`src/rtl/pipe_pkg.sv`:
```
// Shared pipeline definitions: widths, the MEM-stage access states and the
// MEM/WB register payload with its bubble value.
package pipe_pkg;

    localparam int PIPE_DATA_W = 32;
    localparam int PIPE_ADDR_W = 30;
    localparam int PIPE_REG_W  = 5;

    typedef enum logic [1:0] {
        IDLE   = 2'd0,
        ACCESS = 2'd1,
        DONE   = 2'd2
    } state_t;

    typedef struct packed {
        logic                   regwrite;
        logic                   memtoreg;
        logic                   isjal;
        logic [PIPE_REG_W-1:0]  rd_addr;
        logic [PIPE_DATA_W-1:0] alu_res;
        logic [PIPE_DATA_W-1:0] mem_data;
        logic [PIPE_DATA_W-1:0] pc_plus4;
    } mem_wb_t;

    // An all-zero entry is a NOP for write-back: no register write, no JAL link.
    localparam mem_wb_t BUBBLE = '0;

endpackage

```
`src/rtl/mem_wb_reg.sv`:
```
// MEM/WB pipeline register: async-reset, load-enabled, with a bubble select
// that squashes the incoming entry to a NOP.
module mem_wb_reg
    import pipe_pkg::*;
(
    input  logic    clk,
    input  logic    rst,
    input  logic    load,
    input  logic    bubble,
    input  mem_wb_t d,
    output mem_wb_t q
);

    // Capture the next write-back entry (or a NOP) whenever loading.
    always_ff @(posedge clk or posedge rst) begin
        if (rst) begin
            q <= BUBBLE;
        end else if (load) begin
            q <= bubble ? BUBBLE : d;
        end
    end

endmodule

```
`src/rtl/mem_stage_dport.sv`:
```
// MEM-stage data port: turns EX/MEM MemRead/MemWrite into data-cache requests,
// stalls the front of the pipeline until the cache answers, and owns MEM/WB.
// Optional build macro MEM_STAGE_PERF_EN adds stall / memory-op counters.
module mem_stage_dport
    import pipe_pkg::*;
#(
    parameter int DATA_W = PIPE_DATA_W,
    parameter int ADDR_W = PIPE_ADDR_W,
    parameter int REG_W  = PIPE_REG_W
) (
    input  logic              clk,
    input  logic              rst,
    input  logic [DATA_W-1:0] mem_alu_res,
    input  logic [DATA_W-1:0] mem_rt,
    input  logic [REG_W-1:0]  mem_rd_addr,
    input  logic [DATA_W-1:0] mem_pc_plus4,
    input  logic              mem_regwrite,
    input  logic              mem_memtoreg,
    input  logic              mem_memread,
    input  logic              mem_memwrite,
    input  logic              mem_isjal,
    output logic              dc_read,
    output logic              dc_write,
    output logic [ADDR_W-1:0] dc_addr,
    output logic [DATA_W-1:0] dc_wdata,
    input  logic [DATA_W-1:0] dc_rdata,
    input  logic              dc_ready,
    output logic              stall,
    output logic              wb_regwrite,
    output logic              wb_memtoreg,
    output logic              wb_isjal,
    output logic [REG_W-1:0]  wb_rd_addr,
    output logic [DATA_W-1:0] wb_alu_res,
    output logic [DATA_W-1:0] wb_mem_data,
    output logic [DATA_W-1:0] wb_pc_plus4
`ifdef MEM_STAGE_PERF_EN
    ,
    output logic [31:0]       perf_stall_cnt,
    output logic [31:0]       perf_memop_cnt
`endif
);

    state_t            state;
    state_t            state_next;
    logic              mem_op;
    logic              is_read;
    logic              is_write;
    logic              wb_bubble;
    logic [DATA_W-1:0] rdata_buf;
    mem_wb_t           wb_d;
    mem_wb_t           wb_q;
    logic              addr_unused;

    // Word accesses only: the byte offset never reaches the cache.
    assign addr_unused = ^mem_alu_res[1:0];

    // A store takes priority when both MemRead and MemWrite are set.
    assign mem_op   = mem_memread | mem_memwrite;
    assign is_write = mem_memwrite;
    assign is_read  = mem_memread & ~mem_memwrite;

    // Access state register.
    always_ff @(posedge clk or posedge rst) begin
        if (rst) begin
            state <= IDLE;
        end else begin
            state <= state_next;
        end
    end

    // Next state, stall and MEM/WB bubble select. EX/MEM is frozen while
    // stalled, so DONE still sees the instruction that started the access.
    always_comb begin
        state_next = state;
        stall      = 1'b0;
        wb_bubble  = 1'b0;
        case (state)
            IDLE: begin
                if (mem_op) begin
                    stall      = 1'b1;
                    wb_bubble  = 1'b1;
                    state_next = ACCESS;
                end
            end
            ACCESS: begin
                stall     = 1'b1;
                wb_bubble = 1'b1;
                if (dc_ready) begin
                    state_next = DONE;
                end
            end
            DONE: begin
                state_next = IDLE;
            end
            default: begin
                state_next = IDLE;
            end
        endcase
    end

    // Cache request: launched on entry to ACCESS, held until the response.
    always_ff @(posedge clk or posedge rst) begin
        if (rst) begin
            dc_read  <= 1'b0;
            dc_write <= 1'b0;
            dc_addr  <= '0;
            dc_wdata <= '0;
        end else if (state == IDLE && mem_op) begin
            dc_read  <= is_read;
            dc_write <= is_write;
            dc_addr  <= mem_alu_res[ADDR_W+1:2];
            dc_wdata <= mem_rt;
        end else if (state == ACCESS && dc_ready) begin
            dc_read  <= 1'b0;
            dc_write <= 1'b0;
        end
    end

    // Hold the cache read data until the instruction commits in DONE.
    always_ff @(posedge clk or posedge rst) begin
        if (rst) begin
            rdata_buf <= '0;
        end else if (state == ACCESS && dc_ready) begin
            rdata_buf <= dc_rdata;
        end
    end

    // Assemble the write-back entry from the EX/MEM fields.
    always_comb begin
        wb_d          = BUBBLE;
        wb_d.regwrite = mem_regwrite;
        wb_d.memtoreg = mem_memtoreg;
        wb_d.isjal    = mem_isjal;
        wb_d.rd_addr  = mem_rd_addr;
        wb_d.alu_res  = mem_alu_res;
        wb_d.pc_plus4 = mem_pc_plus4;
        wb_d.mem_data = (state == DONE && is_read) ? rdata_buf : '0;
    end

    mem_wb_reg u_mem_wb_reg (
        .clk    (clk),
        .rst    (rst),
        .load   (1'b1),
        .bubble (wb_bubble),
        .d      (wb_d),
        .q      (wb_q)
    );

    assign wb_regwrite = wb_q.regwrite;
    assign wb_memtoreg = wb_q.memtoreg;
    assign wb_isjal    = wb_q.isjal;
    assign wb_rd_addr  = wb_q.rd_addr;
    assign wb_alu_res  = wb_q.alu_res;
    assign wb_mem_data = wb_q.mem_data;
    assign wb_pc_plus4 = wb_q.pc_plus4;

`ifdef MEM_STAGE_PERF_EN
    // Free-running counters of stalled cycles and completed memory ops.
    always_ff @(posedge clk or posedge rst) begin
        if (rst) begin
            perf_stall_cnt <= '0;
            perf_memop_cnt <= '0;
        end else begin
            if (stall) begin
                perf_stall_cnt <= perf_stall_cnt + 32'd1;
            end
            if (state == DONE) begin
                perf_memop_cnt <= perf_memop_cnt + 32'd1;
            end
        end
    end
`endif

endmodule

```
`config.mk`:
```
export PLATFORM = sky130hd
export DESIGN_NAME = mem_stage_dport
export DESIGN_NICKNAME = d
export VERILOG_FILES = /design/src/rtl/pipe_pkg.sv /design/src/rtl/mem_wb_reg.sv /design/src/rtl/mem_stage_dport.sv
export SDC_FILE = /design/constraint.sdc
export NUM_CORES = 1
export LEC_CHECK = 0
export BUFFER_PORTS_ARGS = -buffer_cell sky130_fd_sc_hd__buf_2
export CAP_MARGIN = 15
export CORE_MARGIN = 3
export CORE_UTILIZATION = 45
export CTS_CLUSTER_DIAMETER = 80
export DETAILED_ROUTE_END_ITERATION = 10
export PLACE_DENSITY = 0.71
export SYNTH_ARGS = -nofsm -noshare
export SYNTH_HDL_FRONTEND = slang
export SYNTH_HIERARCHICAL = 1
export SYNTH_SLANG_ARGS = --single-unit
```
`constraint.sdc`:
```
create_clock -name clk -period 3.6 [get_ports clk]
set_input_delay 0.36 -clock clk [delete_from_list [all_inputs] [get_ports clk]]
set_output_delay 0.36 -clock clk [all_outputs]
set_load 0.005 [all_outputs]
```
Word level (Yosys, flattened, before mapping)
Index checks and enable logic that the tools add are counted. W data, S select, Z words.

Word-level logic and storage cells: 36. Output and inout bits: 169. Bits of input ports: 141. Register bits: 202.

Bitwise operators: 3. Equal/unequal tests: 4. Reductions and logical operators: 6. Mux-type cells: 10.

Operators with widths (number): $mux W104 (1); $mux W32 (1); $mux W1 (4); $mux W2 (2); $ne A2 B2 Y1 const B (2); $pmux W2 S2 (1); $logic_and A1 B1 Y1 (3); $eq A2 B1 Y1 const B (1); $eq A2 B2 Y1 const B (1); $logic_not A2 Y1 (1); $pmux W1 S2 (1); $reduce_and A2 Y1 (1); $reduce_bool A2 Y1 (1); $and A1 B1 Y1 (1); $not A1 Y1 (1); $or A1 B1 Y1 (1).

Depth between registers and ports, before layout
Depth in word-level cells: 5. Mapped depth: 7. Gate-level depth less buffers: 4.

Cells and area by module
The synthesis kept the hierarchy.

Modules (own cells, without submodules): mem_stage_dport (cells an instance 256, instances 1, sequential area each 2452.4 sq um, area each 3940.0 sq um); mem_wb_reg (cells an instance 234, instances 1, sequential area each 2602.5 sq um, area each 3674.8 sq um).

Worst setup path after synthesis
OpenSTA, ideal clock, no wires.

Path kind: reg2reg. From: reg state[0]. To: reg dc_wdata[20]. Clock period less this slack: 1545 ps. Stages on the path, launching flop included: 5. Data required time: 3475 ps. Setup slack: 2055 ps. Arrival time: 1420 ps. Library setup time: 125 ps. Buffers on the path: 2. Cell sequence: dfrtp_1 buf_2 nor3_4 buf_6 mux2_2.

Longest elaborated chain between the ends: 2.

Ends and longest elaborated chain: start: declaration (RTL line mem_stage_dport.sv:43) `state_t state;`; start signal: assignment (RTL line mem_stage_dport.sv:67) `state <= state_next;`; $logic_not A2 Y1 (RTL line mem_stage_dport.sv:108) `end else if (state == IDLE && mem_op) begin`; $logic_and A1 B1 Y1 (RTL line mem_stage_dport.sv:108); end signal: assignment (RTL line mem_stage_dport.sv:112) `dc_wdata <= mem_rt;`; end: declaration (RTL line mem_stage_dport.sv:25) `output logic [DATA_W-1:0] dc_wdata,`.

Every way passes these cells. A chain may end at the register's enable or synchronous reset.

Worst setup path in the final report
From: reg state[0]. To: reg u_mem_wb_reg/q[69] in the netlist's numbering.

Longest elaborated chain between the ends: 3. Elaborated cells between the ends (all ways): 4. Classes of those cells: 1 x eq/ne; 2 x mux; 1 x reduce/logical.

Ends and longest elaborated chain: $eq A2 B1 Y1 or $logic_not A2 Y1 (tied branches) (RTL line mem_stage_dport.sv:77) `case (state)`; $pmux W1 S2 * (RTL line mem_stage_dport.sv:77); $mux W104 * (RTL line mem_wb_reg.sv:19) `q <= bubble ? BUBBLE : d;`; end signal: assignment (RTL line mem_wb_reg.sv:19); end: declaration (RTL line mem_wb_reg.sv:11) `output mem_wb_t q`.

Mark *: on every way between the ends. The rest lies on a longest branch, timed or not.

==> qor.yml <==
io_buffers: 309
final_util_pct: 61.8
worstPathCellList: "nor3_1, nor2_1, and2b_4, buf_12, a22o_1"
r2r-end: "u_mem_wb_reg/q[69]$_DFFE_PP0P_"
fin_crit_sh_pct: 64.0
holdWs_ns: 0.0870
pin_count: 310
drv_slew: 0
setup_viol: 0
critPathMaxFanout: 62
dp_hpwl_um: 13800
max_freq_ghz: 0.434
p_leak_nw: 5.24
drive_gt1_share_pct: 54.6
final_nets: 938
worstSetupEndpointType: "flop"
cpMaxStageDelayCell: "and2b_4"
cts_tree: "built"
ant_nets: 0
ys_ff_latch: 202
path_clk_slew_ns: 0.06
finalWirelength_um: 19800
synth_cell_types: 25
synth_top_family_by_area: "multiplexers"
die_area_um2: 18500
max_slew.worst_pin.slew_ns: 0.975
path_class: "reg -> reg"
grt_overflow: 0
cp_top_family: "simple AND/OR/NAND/NOR gates"
start_kind: "flop"
cts_setup_buffers: 0
cpPeakStageDelay_ns: 0.81
synthMuxAreaShare_pct: 13.9
synthAdderAreaFrac_pct: 0
wl_per_cell_um: 19.2
synth_edf_count: 0
n_fill_cell: 1293
dp.cells: 989
gp_congestion: 0.785
seq_area_um2: 5050
drt-pass1-iter-count: 4
setup_tns_ns: 0
crit_buf_inv: 1
cts_resized: 0
cts_buffers: 22
drt_iter0_markers: 206
yosys_warnings: 6
reg2reg_depth: 5
initial_core_util_pct: 46.9
grt_max_degree: 105
grt_pass1_wl_um: 30100
syn_to_final_growth_pct: 31.8
cts_hold_buf: 0
fin_crit_ns: 2.30
worstReg2RegStart: "state[0]$_DFFE_PP0P_"
core_um2: 16200
async_flop_share_pct: 100
track_usage_pct: 20.4
cts_root_buffer: "clkbuf_16"
finalPower_mw: 7.19
multi_input_area_um2: 2300
worstHoldStart: "mem_rd_addr[1]"
crit_required_ns: 4.02
drv_cap: 0
clock_path_buffers: 3
rsz0062_at_grt: "no"
synth_flop_cell: "dfrtp_1"
fp-row-count: 46
drc: 0
outcome: "complete, no violations"
powerDensity_nw_per_um2: 716
antenna_found_initial: 2
min_to: "u_mem_wb_reg/q[97]$_DFFE_PP0P_"
holdPathStages: 2
clock_latency_ns: 0.48
hold_violations: 0
instances_no_fill: 1031
slew_headroom_pct: 34.7
synth_xor_area_share_pct: 0
clock_skew_ns: 0.00704
crit_arrival_ns: 2.72
syn_area_per_cell_um2: 15.5
viasPerCell: 5.23
r2r_slack_ns: 1.30
holdCritPathClass: "in -> reg"
fp.dieH_um: 136
clkSinkCount: 202
synthesis.area_um2: 7610
h-tree-depth: 1
grt_pass1_vias: 5612
synth_seq_area_share_pct: 66.4
via_count: 5396
syn-instance-count: 490
die_x_um: 136
synth-compound-area-share_pct: 12.5
vdd_drop_max_v: 0.000393
synth-simple-area-share_pct: 3.63
==> cells by family (layout without fill, tap and decap cells) <==
group | Yosys count | count (layout)
and+or+nand+nor | 40 | 40
buffers and inverters | 43 | 364
other | 1 | 5
AOI/OAI and AO/OA | 110 | 110
DFF | 202 | 202
muxes | 94 | 94
==> routing by layer <==
metal / global-route usage, % / up-vias / wire length [um]
li1: - / 2407 / -
met5: 0 / - / 0
met3: 5.11 / 41 / 1640
met1: 24.9 / 2686 / 7570
met2: 35.5 / 262 / 9960
met4: 6.66 / 0 / 586
==> where the power goes <==
group	total, mW	switching, mW	internal [mW]
combinational	1.65	0.716	0.930
clock	2.29	0.858	1.43
sequential	3.26	0.334	2.92
total	7.19	1.91	5.28
==> how the worst max path moves through the flow <==
stage,start,to,slack [ns],depth (start not counted)
after floorplan,rst,u_mem_wb_reg/q[0]$_DFFE_PP0P_,0.51,1
after global placement,mem_memwrite,u_mem_wb_reg/q[12]$_DFFE_PP0P_,1.44,6
after detailed placement,mem_memwrite,u_mem_wb_reg/q[22]$_DFFE_PP0P_,1.34,6
after CTS,state[0]$_DFFE_PP0P_,u_mem_wb_reg/q[22]$_DFFE_PP0P_,1.33,5
after global routing,state[0]$_DFFE_PP0P_,u_mem_wb_reg/q[22]$_DFFE_PP0P_,1.24,5
final,state[0]$_DFFE_PP0P_,u_mem_wb_reg/q[69]$_DFFE_PP0P_,1.30,5
==> synth_stat cells (2+ instances only) <==
cell type | number | area share, %
buf_6 | 10 | 1.5
nor2_1 | 2 | 0.099
inv_1 | 7 | 0.35
mux2_2 | 83 | 12
a21oi_1 | 2 | 0.13
clkbuf_1 | 7 | 0.35
buf_2 | 14 | 0.92
mux2_1 | 11 | 1.6
and2_1 | 32 | 2.6
a22o_1 | 103 | 12
dfrtp_1 | 202 | 66
buf_4 | 4 | 0.39
==> final cells by class <==
type	instances	area share, %
multi-input cells	247	22.9
inverters	8	0.349
clock buffers	31	6.63
repair buffers	316	16.1
flip-flops and latches	202	50.4
clock inverters	9	0.972
well taps	216	2.69
diodes	2	0.0499
==> cell usage in the layout (no fill, tap or decap), drive strengths merged, types with 2 or more instances in the layout <==
cell and instances:
a22o 103, bufinv 2, conb 3, clkinv 6, nor2 2, and2 32, mux2 94, diode 2
inv 8, buf 316, clkbuf 31, dfrtp 202, nor3 2, a21oi 2
==> state kept, by name, indices dropped and copies added, names as in the netlist <==
| name | cells |
|---|---|
| rdata_buf | 32 |
| dc_write | 1 |
| u_mem_wb_reg/q | 104 |
| dc_read | 1 |
| dc_addr | 30 |
| state | 2 |
| dc_wdata | 32 |
==> per-stage QoR <==
| step | instance area [um^2] | worst slack [ns] |
|---|---|---|
| 2_1_floorplan | 7620 | 0.508 |
| 3_3_place_gp | 9270 | 1.44 |
| 3_5_place_dp | 9270 | 1.34 |
| 4_1_cts | 10000 | 1.33 |
| 5_1_grt | 10000 | 1.24 |
| 6_report | 10000 | 1.30 |
(Power assumes the default switching activity.)
